===== src/rtl/pipe_pkg.sv =====
// Shared widths, control-bit positions and the packed beat layout for the
// datapath pipeline stage registers.
package pipe_pkg;

  localparam int DEF_CTRL_W = 4;
  localparam int DEF_DATA_W = 32;
  localparam int DEF_RD_W   = 5;

  localparam int CTRL_REGWRITE = 0;
  localparam int CTRL_MEMTOREG = 1;
  localparam int CTRL_MEMREAD  = 2;
  localparam int CTRL_MEMWRITE = 3;

  typedef struct packed {
    logic [DEF_CTRL_W-1:0] ctrl;
    logic [DEF_DATA_W-1:0] data_a;
    logic [DEF_DATA_W-1:0] data_b;
    logic [DEF_RD_W-1:0]   rd;
  } beat_t;

endpackage


===== src/rtl/pipe_beat_reg.sv =====
// One beat entry: a valid bit plus a flat payload, with reset, valid-only
// clear (flush) and load enable, in that priority order.
module pipe_beat_reg #(
  parameter int W = 8
) (
  input  logic         clk_i,
  input  logic         rst_i,
  input  logic         clr_i,
  input  logic         en_i,
  input  logic         valid_d_i,
  input  logic [W-1:0] data_d_i,
  output logic         valid_q_o,
  output logic [W-1:0] data_q_o
);

  logic         valid_r;
  logic [W-1:0] data_r;

  // Clear leaves the payload stale on purpose; only reset zeroes it.
  always_ff @(posedge clk_i) begin
    if (rst_i) begin
      valid_r <= 1'b0;
      data_r  <= {W{1'b0}};
    end else if (clr_i) begin
      valid_r <= 1'b0;
    end else if (en_i) begin
      valid_r <= valid_d_i;
      data_r  <= data_d_i;
    end else begin
      valid_r <= valid_r;
    end
  end

  assign valid_q_o = valid_r;
  assign data_q_o  = data_r;

endmodule


===== src/rtl/pipe_stage_reg.sv =====
// Datapath pipeline stage register with valid/ready handshake, stall hold,
// flush-to-bubble and an optional skid entry that registers ready_o.
module pipe_stage_reg
  import pipe_pkg::*;
#(
  parameter int CTRL_W = DEF_CTRL_W,
  parameter int DATA_W = DEF_DATA_W,
  parameter int RD_W   = DEF_RD_W,
  parameter int SKID   = 0
) (
  input  logic              clk_i,
  input  logic              rst_i,
  input  logic              valid_i,
  output logic              ready_o,
  input  logic [CTRL_W-1:0] ctrl_i,
  input  logic [DATA_W-1:0] data_a_i,
  input  logic [DATA_W-1:0] data_b_i,
  input  logic [RD_W-1:0]   rd_i,
  input  logic              stall_i,
  input  logic              flush_i,
  output logic              valid_o,
  input  logic              ready_i,
  output logic [CTRL_W-1:0] ctrl_o,
  output logic [DATA_W-1:0] data_a_o,
  output logic [DATA_W-1:0] data_b_o,
  output logic [RD_W-1:0]   rd_o
);

  localparam int BEAT_W = CTRL_W + DATA_W + DATA_W + RD_W;

  logic [BEAT_W-1:0] in_beat_s;
  logic [BEAT_W-1:0] out_beat_s;
  logic [BEAT_W-1:0] out_d_s;
  logic              out_valid_s;
  logic              out_en_s;
  logic              out_vd_s;
  logic              ready_s;
  logic [CTRL_W-1:0] ctrl_q_s;

  assign in_beat_s = {ctrl_i, data_a_i, data_b_i, rd_i};

  generate
    if (SKID == 0) begin : g_noskid
      // An empty stage loads even under stall: there is nothing to hold.
      always_comb begin
        ready_s  = (~out_valid_s | (ready_i & ~stall_i)) & ~flush_i;
        out_en_s = ready_s;
        out_vd_s = valid_i;
        out_d_s  = in_beat_s;
      end
    end else begin : g_skid
      logic              skid_valid_s;
      logic              skid_en_s;
      logic              skid_vd_s;
      logic              adv_s;
      logic              in_fire_s;
      logic [BEAT_W-1:0] skid_beat_s;

      // Output advances when empty or draining; the skid refills it first.
      always_comb begin
        ready_s   = ~skid_valid_s;
        in_fire_s = valid_i & ready_s;
        adv_s     = ~out_valid_s | (ready_i & ~stall_i);
        out_en_s  = adv_s;
        out_vd_s  = 1'b0;
        out_d_s   = in_beat_s;
        skid_en_s = 1'b0;
        skid_vd_s = 1'b0;
        if (adv_s) begin
          if (skid_valid_s) begin
            out_vd_s  = 1'b1;
            out_d_s   = skid_beat_s;
            skid_en_s = 1'b1;
            skid_vd_s = 1'b0;
          end else begin
            out_vd_s = in_fire_s;
          end
        end else begin
          if (in_fire_s) begin
            skid_en_s = 1'b1;
            skid_vd_s = 1'b1;
          end else begin
            skid_en_s = 1'b0;
          end
        end
      end

      pipe_beat_reg #(.W(BEAT_W)) u_skid (
        .clk_i     (clk_i),
        .rst_i     (rst_i),
        .clr_i     (flush_i),
        .en_i      (skid_en_s),
        .valid_d_i (skid_vd_s),
        .data_d_i  (in_beat_s),
        .valid_q_o (skid_valid_s),
        .data_q_o  (skid_beat_s)
      );
    end
  endgenerate

  pipe_beat_reg #(.W(BEAT_W)) u_out (
    .clk_i     (clk_i),
    .rst_i     (rst_i),
    .clr_i     (flush_i),
    .en_i      (out_en_s),
    .valid_d_i (out_vd_s),
    .data_d_i  (out_d_s),
    .valid_q_o (out_valid_s),
    .data_q_o  (out_beat_s)
  );

  assign {ctrl_q_s, data_a_o, data_b_o, rd_o} = out_beat_s;
  assign ctrl_o  = out_valid_s ? ctrl_q_s : {CTRL_W{1'b0}};
  assign valid_o = out_valid_s;
  assign ready_o = ready_s;

endmodule


===== config.mk =====
export PLATFORM = sky130hd
export DESIGN_NAME = pipe_stage_reg
export DESIGN_NICKNAME = d
export VERILOG_FILES = /design/src/rtl/pipe_pkg.sv /design/src/rtl/pipe_beat_reg.sv /design/src/rtl/pipe_stage_reg.sv
export SDC_FILE = /design/constraint.sdc
export NUM_CORES = 1
export LEC_CHECK = 0
export CAP_MARGIN = 20
export CORE_ASPECT_RATIO = 1.25
export CORE_MARGIN = 3
export CORE_UTILIZATION = 44
export DETAILED_ROUTE_END_ITERATION = 10
export HOLD_SLACK_MARGIN = 0.1
export PLACE_DENSITY_LB_ADDON = 0.15
export RECOVER_POWER = 25
export SLEW_MARGIN = 20
export SYNTH_ARGS = -nofsm -noshare
export SYNTH_HDL_FRONTEND = slang
export SYNTH_HIERARCHICAL = 1
export SYNTH_SLANG_ARGS = --single-unit

===== constraint.sdc =====
create_clock -name clk_i -period 1.5 [get_ports clk_i]
set_input_delay 0.15 -clock clk_i [delete_from_list [all_inputs] [get_ports clk_i]]
set_output_delay 0.15 -clock clk_i [all_outputs]
set_load 0.1 [all_outputs]

==> flow_summary.json <==
{
  "outcome": "finished, final reports clean",
  "p_leak_nw": 2.142,
  "hold_class": "input pin to register",
  "ff2ff_path_depth": 4,
  "gp_congestion": 0.7156,
  "routed_wl_mm": 9.880,
  "max_freq_mhz": 697.6,
  "synthSimpleGateAreaFrac_pct": 35.15,
  "start_util_pct": 45.80,
  "syn_area_um2": 3816,
  "synth_top_area_share_pct": 38.82,
  "worst_ir_drop_vdd_mv": 0.7453,
  "synthCells": 342,
  "cts_tree": "done",
  "min_path_cells": 3,
  "routedWlPerCell_um": 16.98,
  "grtUsageTotal_pct": 20.61,
  "power_density_nw_per_um2": 951.6,
  "place_area_um2": 6047,
  "synth.area.top_cells": "dfxtp_1 (39%), nand4bb_1 (22%), o21ai_2 (16%), nand2b_1 (12%), buf_12 (4.2%)",
  "grt_first_pass_wirelength_mm": 15.73,
  "maxCapViolCount": 0,
  "worstSetupPathType": "input pin to output pin",
  "antennaDiodeCount": 0,
  "drive_gt1_share_pct": 38.14,
  "yosysWarnings": 6,
  "postLayoutCellArea_um2": 5723,
  "seq_area_frac_synth_pct": 38.82,
  "synth-seq-cells": 74,
  "path_max_fanout": 17,
  "synth_top_area_cell": "dfxtp_1",
  "dp.cells": 566,
  "final-hold-violation-count": 0,
  "fin_tns_setup_ns": 0,
  "syn_nets": 421,
  "cts_root_buf": "clkbuf_8",
  "grt_max_degree": 100,
  "fin_util_pct": 68.68,
  "synth_ff_type": "dfxtp_1",
  "antenna_left": 0,
  "max_slew_margin_pct": 62.63,
  "die_h_um": 110.1,
  "fill_cells": 625,
  "grt_pass1_vias": 3158,
  "synth_cell_types": 17,
  "ys_async_sr_fraction_pct": 0,
  "crit_arrival_ns": 1.28,
  "rows": 37,
  "dieArea_um2": 9833,
  "drc_errors": 0,
  "worstPathRequired_ns": 1.35,
  "synth_most_common_cell": "dfxtp_1",
  "synth_fa_ha_area_share_pct": 0,
  "htree_levels": 3,
  "vias": 3056,
  "postCtsSetupBuffers": 0,
  "synth_edf_count": 0,
  "io_buffers": 153,
  "first_pass_iters": 4,
  "r2r_slack_ns": 0.16,
  "grt_setup_unrepaired": "no",
  "drtIter0Drc": 155,
  "fin_crit_sh_pct": 95.56,
  "slew_viol_final": 0,
  "synth.area.mux_share_pct": 0.2623,
  "dp_hpwl_mm": 6.987,
  "syn_area_per_cell_um2": 11.16,
  "synth_top_family_by_area": "simple AND/OR/NAND/NOR gates",
  "setup_viol": 0,
  "cp-start-kind": "input pin",
  "fin_nets": 559,
  "areaGrowthSynthToFinish_pct": 49.97,
  "final_cells": 582,
  "vias_per_cell": 5.251,
  "coreArea_um2": 8333,
  "die_w_um": 89.30,
  "crit_path_end_kind": "output pin",
  "grt.overflow.total": 0,
  "cts_buffer_depth": 2,
  "synth_common_cells": "dfxtp_1 (74), nand2b_1 (73), nand4bb_1 (73)",
  "io_pins": 154,
  "clkTransAtPathRegs_ns": 0.07,
  "synth_compound_area_share_pct": 16.69,
  "tightest_slew_ns": 0.5629,
  "cts_sinks": 74,
  "antenna_found_initial": 0,
  "cts_buffers": 9,
  "fin_crit_ns": 1.433,
  "skew_ns": 0.007159,
  "synth-xor-area-share_pct": 0,
  "cts_hold_buf": 0,
  "clk_latency_ns": 0.34
}
path summary, 6_finish.rpt:
path	to	start
worst max register to register	u_out/data_q_o[33]$_SDFFE_PP0P_	u_out/valid_q_o$_SDFFE_PP0P_
worst max-delay path	ready_o	ready_i
worst min-delay path	u_out/valid_q_o$_SDFFE_PP0P_	rst_i
worst min register to register	u_out/data_q_o[23]$_SDFFE_PP0P_	u_out/data_q_o[23]$_SDFFE_PP0P_
area by class of cell:
cell class	instances	area (um^2)	area share [%]
Sequential cell	74	1485	25.95
Clock buffer	11	141.4	2.470
Timing Repair Buffer	167	1897	33.14
Multi-Input combinational cell	228	2001	34.96
Tap cell	97	121.4	2.121
Clock inverter	5	77.57	1.355
cells by family (layout without fill, tap and decap cells):
| group | after synthesis | count (layout) |
|---|---|---|
| AO/OA/AOI/OAI | 74 | 74 |
| buffers and inverters | 40 | 183 |
| flip-flops | 74 | 74 |
| multiplexers | 1 | 1 |
| AND/OR/NAND/NOR | 153 | 153 |
worst max-delay path, stage by stage:
cell             delay, ns
clkdlybuf4s50_1       0.50
nand2b_4              0.07
a21oi_4               0.21
buf_12                0.17
buf_12                0.18
per-stage QoR:
step                      setup WS [ns]  total power [W]  hold slack (ns)
final                           0.06657         0.005446           0.3320
after global routing          0.0009825         0.005643           0.3592
after CTS                      0.008107         0.005681           0.3151
after detailed placement        -0.1394         0.003959           0.4687
after global placement          -0.1149         0.003940           0.4602
after floorplan                 -0.3543         0.003264           0.3184
power by group:
group	switching, W	internal, W
combinational	0.00100	0.000592
clock	0.000735	0.000978
sequential	0.0000763	0.00206
total	0.00182	0.00363
metal layers:
layer / track usage [%] / vias to the layer above / share of wire [%]
li1: - / 1513 / -
met1: 24.44 / 1452 / 40
met2: 35.35 / 85 / 52
met3: 5.576 / 6 / 6.3
met4: 7.340 / 0 / 0.84
met5: 0 / - / 0
registers in the layout (all words and copies together) (netlist names):
name,cells
u_out/valid_q_o,1
u_out/data_q_o,73
cell usage in the layout (no fill, tap or decap), drive strengths merged:
cell type / instances
nand4bb: 73
buf: 54
and2: 4
nor2b: 1
clkdlybuf4s50: 76
nor3: 1
bufinv: 2
clkinvlp: 1
dfxtp: 74
nand2b: 74
clkbuf: 48
o21ai: 73
mux2i: 1
clkinv: 2
a21oi: 1
what timing repair did:
item / 4_1_cts / 5_1_grt
gates resized for setup: 2 / 1
pin swaps: 0 / 1
setup endpoints to repair: 1 / 1
Note: power is estimated with default switching activity, not from simulation.
==> RTL change 1: new RTL, config.mk and constraints unchanged <==
The package constant `DEF_RD_W` goes from 5 to 10.
--- a/src/rtl/pipe_pkg.sv
+++ b/src/rtl/pipe_pkg.sv
@@ -4,7 +4,7 @@
 
   localparam int DEF_CTRL_W = 4;
   localparam int DEF_DATA_W = 32;
-  localparam int DEF_RD_W   = 5;
+  localparam int DEF_RD_W   = 10;
 
   localparam int CTRL_REGWRITE = 0;
   localparam int CTRL_MEMTOREG = 1;
Ports: changed (resized rd_i and rd_o); port bits go from 154 to 164. No check against the original RTL was run, so the function may have changed too.
==> RTL change 1 against the unedited design <==
- wire length rose by 6.8%
- synthesized area fell by 5.4%
- sequential cell count rose by 5
- final area rose by 1.2%
- utilization rose by 4.8 points
- power rose by 1.1%
- worst setup slack got worse by 29 ps
- critical path depth did not move
- sequential share of layout area rose by 1.4 points
- highest routed layer unchanged
==> RTL change 1: results (changes against the unedited design) <==
- Outcome: finished clean (unchanged)
- Worst-path fanout max: 8 (was 17)
- Met1 Wirelength: 4.31 mm (was 3.99 mm)
- DR top layer: met4 (unchanged)
- CP max stage delay: 500 ps (about the same)
- Share of layout cells above drive strength 1: 23.1% (was 38.1%)
- Met3 track demand over resource: 7.50% (was 5.58%)
- Nets: 595 (was 559)
- Worst slack, placed: -95.8 ps (was -139 ps)
- CTS clock-pin slew for the worst setup and hold paths: 90 ps (was 70 ps)
- Worst Setup SP: ready_i (unchanged)
- Sequential area share after synthesis: 43.8% (was 38.8%)
- Largest net degree at the start of global routing: 57 (was 100)
- Vias per cell: 5.39 (was 5.25)
- Top cells by instance count after synthesis: 79 x dfxtp_1, 78 x nand2b_1, 78 x nand4bb_1 (was 74 x dfxtp_1, 73 x nand2b_1, 73 x nand4bb_1)
- Global placement routability congestion: 0.808 (was 0.716)
- Met1 usage: 28.1% (was 24.4%)
- Placed wire-length estimate: 7.22 mm (was 6.99 mm)
- WP data arrival: 1310 ps (was 1280 ps)
- First-pass GRT wire length: 16.5 mm (was 15.7 mm)
- DR WL met3: 989 µm (was 625 µm)
- Layout Skew: 9.19 ps (was 7.16 ps)
- Top cells by area, synth: dfxtp_1 44%, nand4bb_1 24%, nand2b_1 14%, o21ai_0 7.6%, o21ai_1 3.2% (was dfxtp_1 39%, nand4bb_1 22%, o21ai_2 16%, nand2b_1 12%, buf_12 4.2%)
- Post-Syn Nets: 447 (was 421)
- Slew Limit Headroom: 62.1% (was 62.6%)
- Vias in the first global route: 3169 (was 3158)
- Final wirelength: 10.6 mm (was 9.88 mm)
- Antenna violations before repair: 0 (unchanged)
- Slowest cell on the critical path: clkdlybuf4s50_1 (unchanged)
- Tmin final: 1460 ps (was 1430 ps)
- Drt initial violations: 209 (was 155)
- Die X-Extent: 87.0 µm (was 89.3 µm)
- All-layer global routing usage: 22.5% (was 20.6%)
- Met2 wire len: 5.08 mm (was 5.18 mm)
- Worst VDD drop: 0.000587 V (was 0.000745 V)
- Worst Setup EP: ready_o (unchanged)
- Port Buffers: 163 (was 153)
- Leakage: 2.12 nW (was 2.14 nW)
- Met2 Usage GRT: 35.5% (was 35.4%)
- Max FFs per register: 78 (was 73)
- H-tree depth: 3 (unchanged)
- Reg-to-Reg Start: u_out/valid_q_o (unchanged)
- Reg2reg end: u_out/data_q_o[10] (was u_out/data_q_o[33])
-- RTL change 1: layout make-up --
cell class / count / area (µm²)
Fill cell: 550 / 2090
Sequential cell: 79 / 1590
Clock inverter: 4 / 53.8
Clock buffer: 12 / 145
Multi-Input combinational cell: 243 / 1850
Timing Repair Buffer: 178 / 2040
Tap cell: 95 / 119
-- RTL change 1: through the flow --
stage | utilization [%] | cell area (µm²) | hold slack (ps) | std cells | power [W]
floorplan | - | 3630 | 319 | 363 | 0.00335
global placement | 78.2 | 6160 | 457 | 594 | 0.00413
detailed placement | 78.2 | 6160 | 461 | 594 | 0.00415
CTS | 80.8 | 6370 | 340 | 610 | 0.00575
global route | 73.5 | 5790 | 378 | 611 | 0.00572
finish | 73.5 | 5790 | 351 | 611 | 0.00551
-- RTL change 1: power by group --
group,switching (W),total (W),internal [W]
clock network,0.000761,0.00158,0.000822
logic,0.00103,0.00164,0.000612
registers,0.0000826,0.00228,0.00220
-- RTL change 1: kinds of logic after synthesis --
family                 share of synthesized area, %
AO/OA/AOI/OAI                                  11.1
AND/OR/NAND/NOR                                39.4
flip-flops                                     43.8
buffers and inverters                          5.41
multiplexers                                  0.277
-- RTL change 1: worst min-delay path by stage --
stage                             from                 end  slack (ps)  depth (start not counted)
floorplan                    ctrl_i[0]  u_out/data_q_o[74]         320                          2
global placement    u_out/data_q_o[76]  u_out/data_q_o[76]         460                          2
detailed placement  u_out/data_q_o[76]  u_out/data_q_o[76]         460                          2
CTS                            flush_i  u_out/data_q_o[54]         340                          4
global route               data_a_i[9]  u_out/data_q_o[51]         380                          3
finish                         flush_i  u_out/data_q_o[54]         350                          4
-- RTL change 1: what timing repair did --
item                                    4_1_cts  5_1_grt
cloned                                        0        0
resized for setup                             1        1
pin swaps                                     0        1
endpoints found under the setup margin        1        1
buffers inserted                              0        1
==> RTL change 2: new RTL, same flow settings <==
Made on the original files. Reset style: asynchronous (`rst_i`), changed in one clocked block.
--- a/src/rtl/pipe_beat_reg.sv
+++ b/src/rtl/pipe_beat_reg.sv
@@ -17,7 +17,7 @@
   logic [W-1:0] data_r;
 
   // Clear leaves the payload stale on purpose; only reset zeroes it.
-  always_ff @(posedge clk_i) begin
+  always_ff @(posedge clk_i or posedge rst_i) begin
     if (rst_i) begin
       valid_r <= 1'b0;
       data_r  <= {W{1'b0}};
Function: differs if rst_i is asserted again (counterexample within 4 cycles, from zero or initial values and one cycle with rst_i high); with rst_i held inactive, the same outputs for 10 cycles.
==> RTL change 2 against the unedited design <==
- the run now ends with setup timing left
- via count shrank 30%
- wire length shrank 7.1%
- synthesized area shrank 17%
- sequential cell count is the same
- die area shrank 16%
- highest routed layer unchanged
- largest cell class is now buffers
- register-to-register slack lost 230 ps
- final area grew 5.7%
- worst setup slack lost 130 ps
Power is not compared: it rests on default switching activity, and its combinational part moved more than twofold at a synthesized area within 25%.
==> RTL change 2: results (changes against the unedited design) <==
- Largest net degree at the start of global routing: 45 (was 100)
- Vias in the first global route: 2436 (was 3158)
- All-layer global routing usage: 24.3% (was 20.6%)
- WHS: 383 ps (was 332 ps)
- WP data arrival: 1800 ps (was 1280 ps)
- Worst slack, placed: -345 ps (was -139 ps)
- Slew Limit Headroom: 28.8% (was 62.6%)
- Post-CTS Setup Inserts: 8 (was 0)
- Reg-to-Reg Start: u_out/valid_q_o (unchanged)
- Vias per cell: 4.86 (was 5.25)
- Met1 usage: 28.2% (was 24.4%)
- Routed len/inst: 21.0 µm (was 17.0 µm)
- Top cells by area, synth: dfrtp_1 58%, mux2_4 33%, buf_12 5.0%, mux2_2 1.1%, and2_1 0.79% (was dfxtp_1 39%, nand4bb_1 22%, o21ai_2 16%, nand2b_1 12%, buf_12 4.2%)
- Post-synthesis mux area share: 34.5% (was 0.262%)
- First-pass GRT wire length: 14.5 mm (was 15.7 mm)
- Post-Layout Cell Count: 437 (was 582)
- Placed wire-length estimate: 5.98 mm (was 6.99 mm)
- Count of final setup violators: 73 (was 0)
- Library cells used by synthesis: 11 (was 17)
- Setup ws final: -67.6 ps (was 66.6 ps)
- Sequential area share after synthesis: 58.3% (was 38.8%)
- Failing checks: setup timing
- FFs w/ async S/R, synth: 100% (was 0%)
- Outcome: finished, violations left (was finished clean)
- Post-CTS resize count: 25 (was 2)
- HP Class: primary input to async pin (was primary input to flip-flop)
-- RTL change 2: cell count changes after synthesis, moves of 2 or more --
cell / change
o21ai_1: -3
mux2_2: +3
mux2_4: +70
buf_6: -2
dfxtp_1: -74
dfrtp_1: +74
buf_2: -17
o21ai_2: -70
buf_4: -8
nand4bb_1: -73
nand2b_1: -73
clkbuf_1: -4
-- RTL change 2: final cells by class --
| class | count | area (µm²) | share of cell area, % |
|---|---|---|---|
| timing repair buffer | 174 | 2660 | 44.0 |
| sequential | 74 | 1850 | 30.6 |
| multi-input combinational | 82 | 1190 | 19.7 |
| clock buffer | 10 | 138 | 2.28 |
| tap | 90 | 113 | 1.86 |
| clock inverter | 6 | 88.8 | 1.47 |
| inverter | 1 | 7.51 | 0.124 |
-- RTL change 2: worst max-delay path, cell delays in order, from the launching register on --
cell	delay (ps)
dfrtp_2	430
a21oi_4	130
nor2b_4	180
buf_6	120
buf_12	130
buf_12	140
mux2_4	300
-- RTL change 2: worst max-delay path by stage --
stage / start / slack (ps) / depth (start not counted) / endpoint
3_5_place_dp: ready_i / -350 / 6 / u_out/data_q_o[28]
6_report: u_out/valid_q_o / -70 / 6 / u_out/data_q_o[24]
2_1_floorplan: u_out/valid_q_o / -820 / 5 / u_out/data_q_o[0]
5_1_grt: u_out/valid_q_o / -110 / 6 / u_out/data_q_o[24]
4_1_cts: u_out/valid_q_o / -60 / 6 / u_out/data_q_o[24]
3_3_place_gp: ready_i / -320 / 6 / u_out/data_q_o[28]
-- RTL change 2: layer usage --
layer,vias to the layer above,share of wire (%),wire length (µm)
li1,931,-,-
met1,1064,36,3330
met2,114,52,4730
met3,17,9.8,899
met4,0,2.4,216
met5,-,0,0
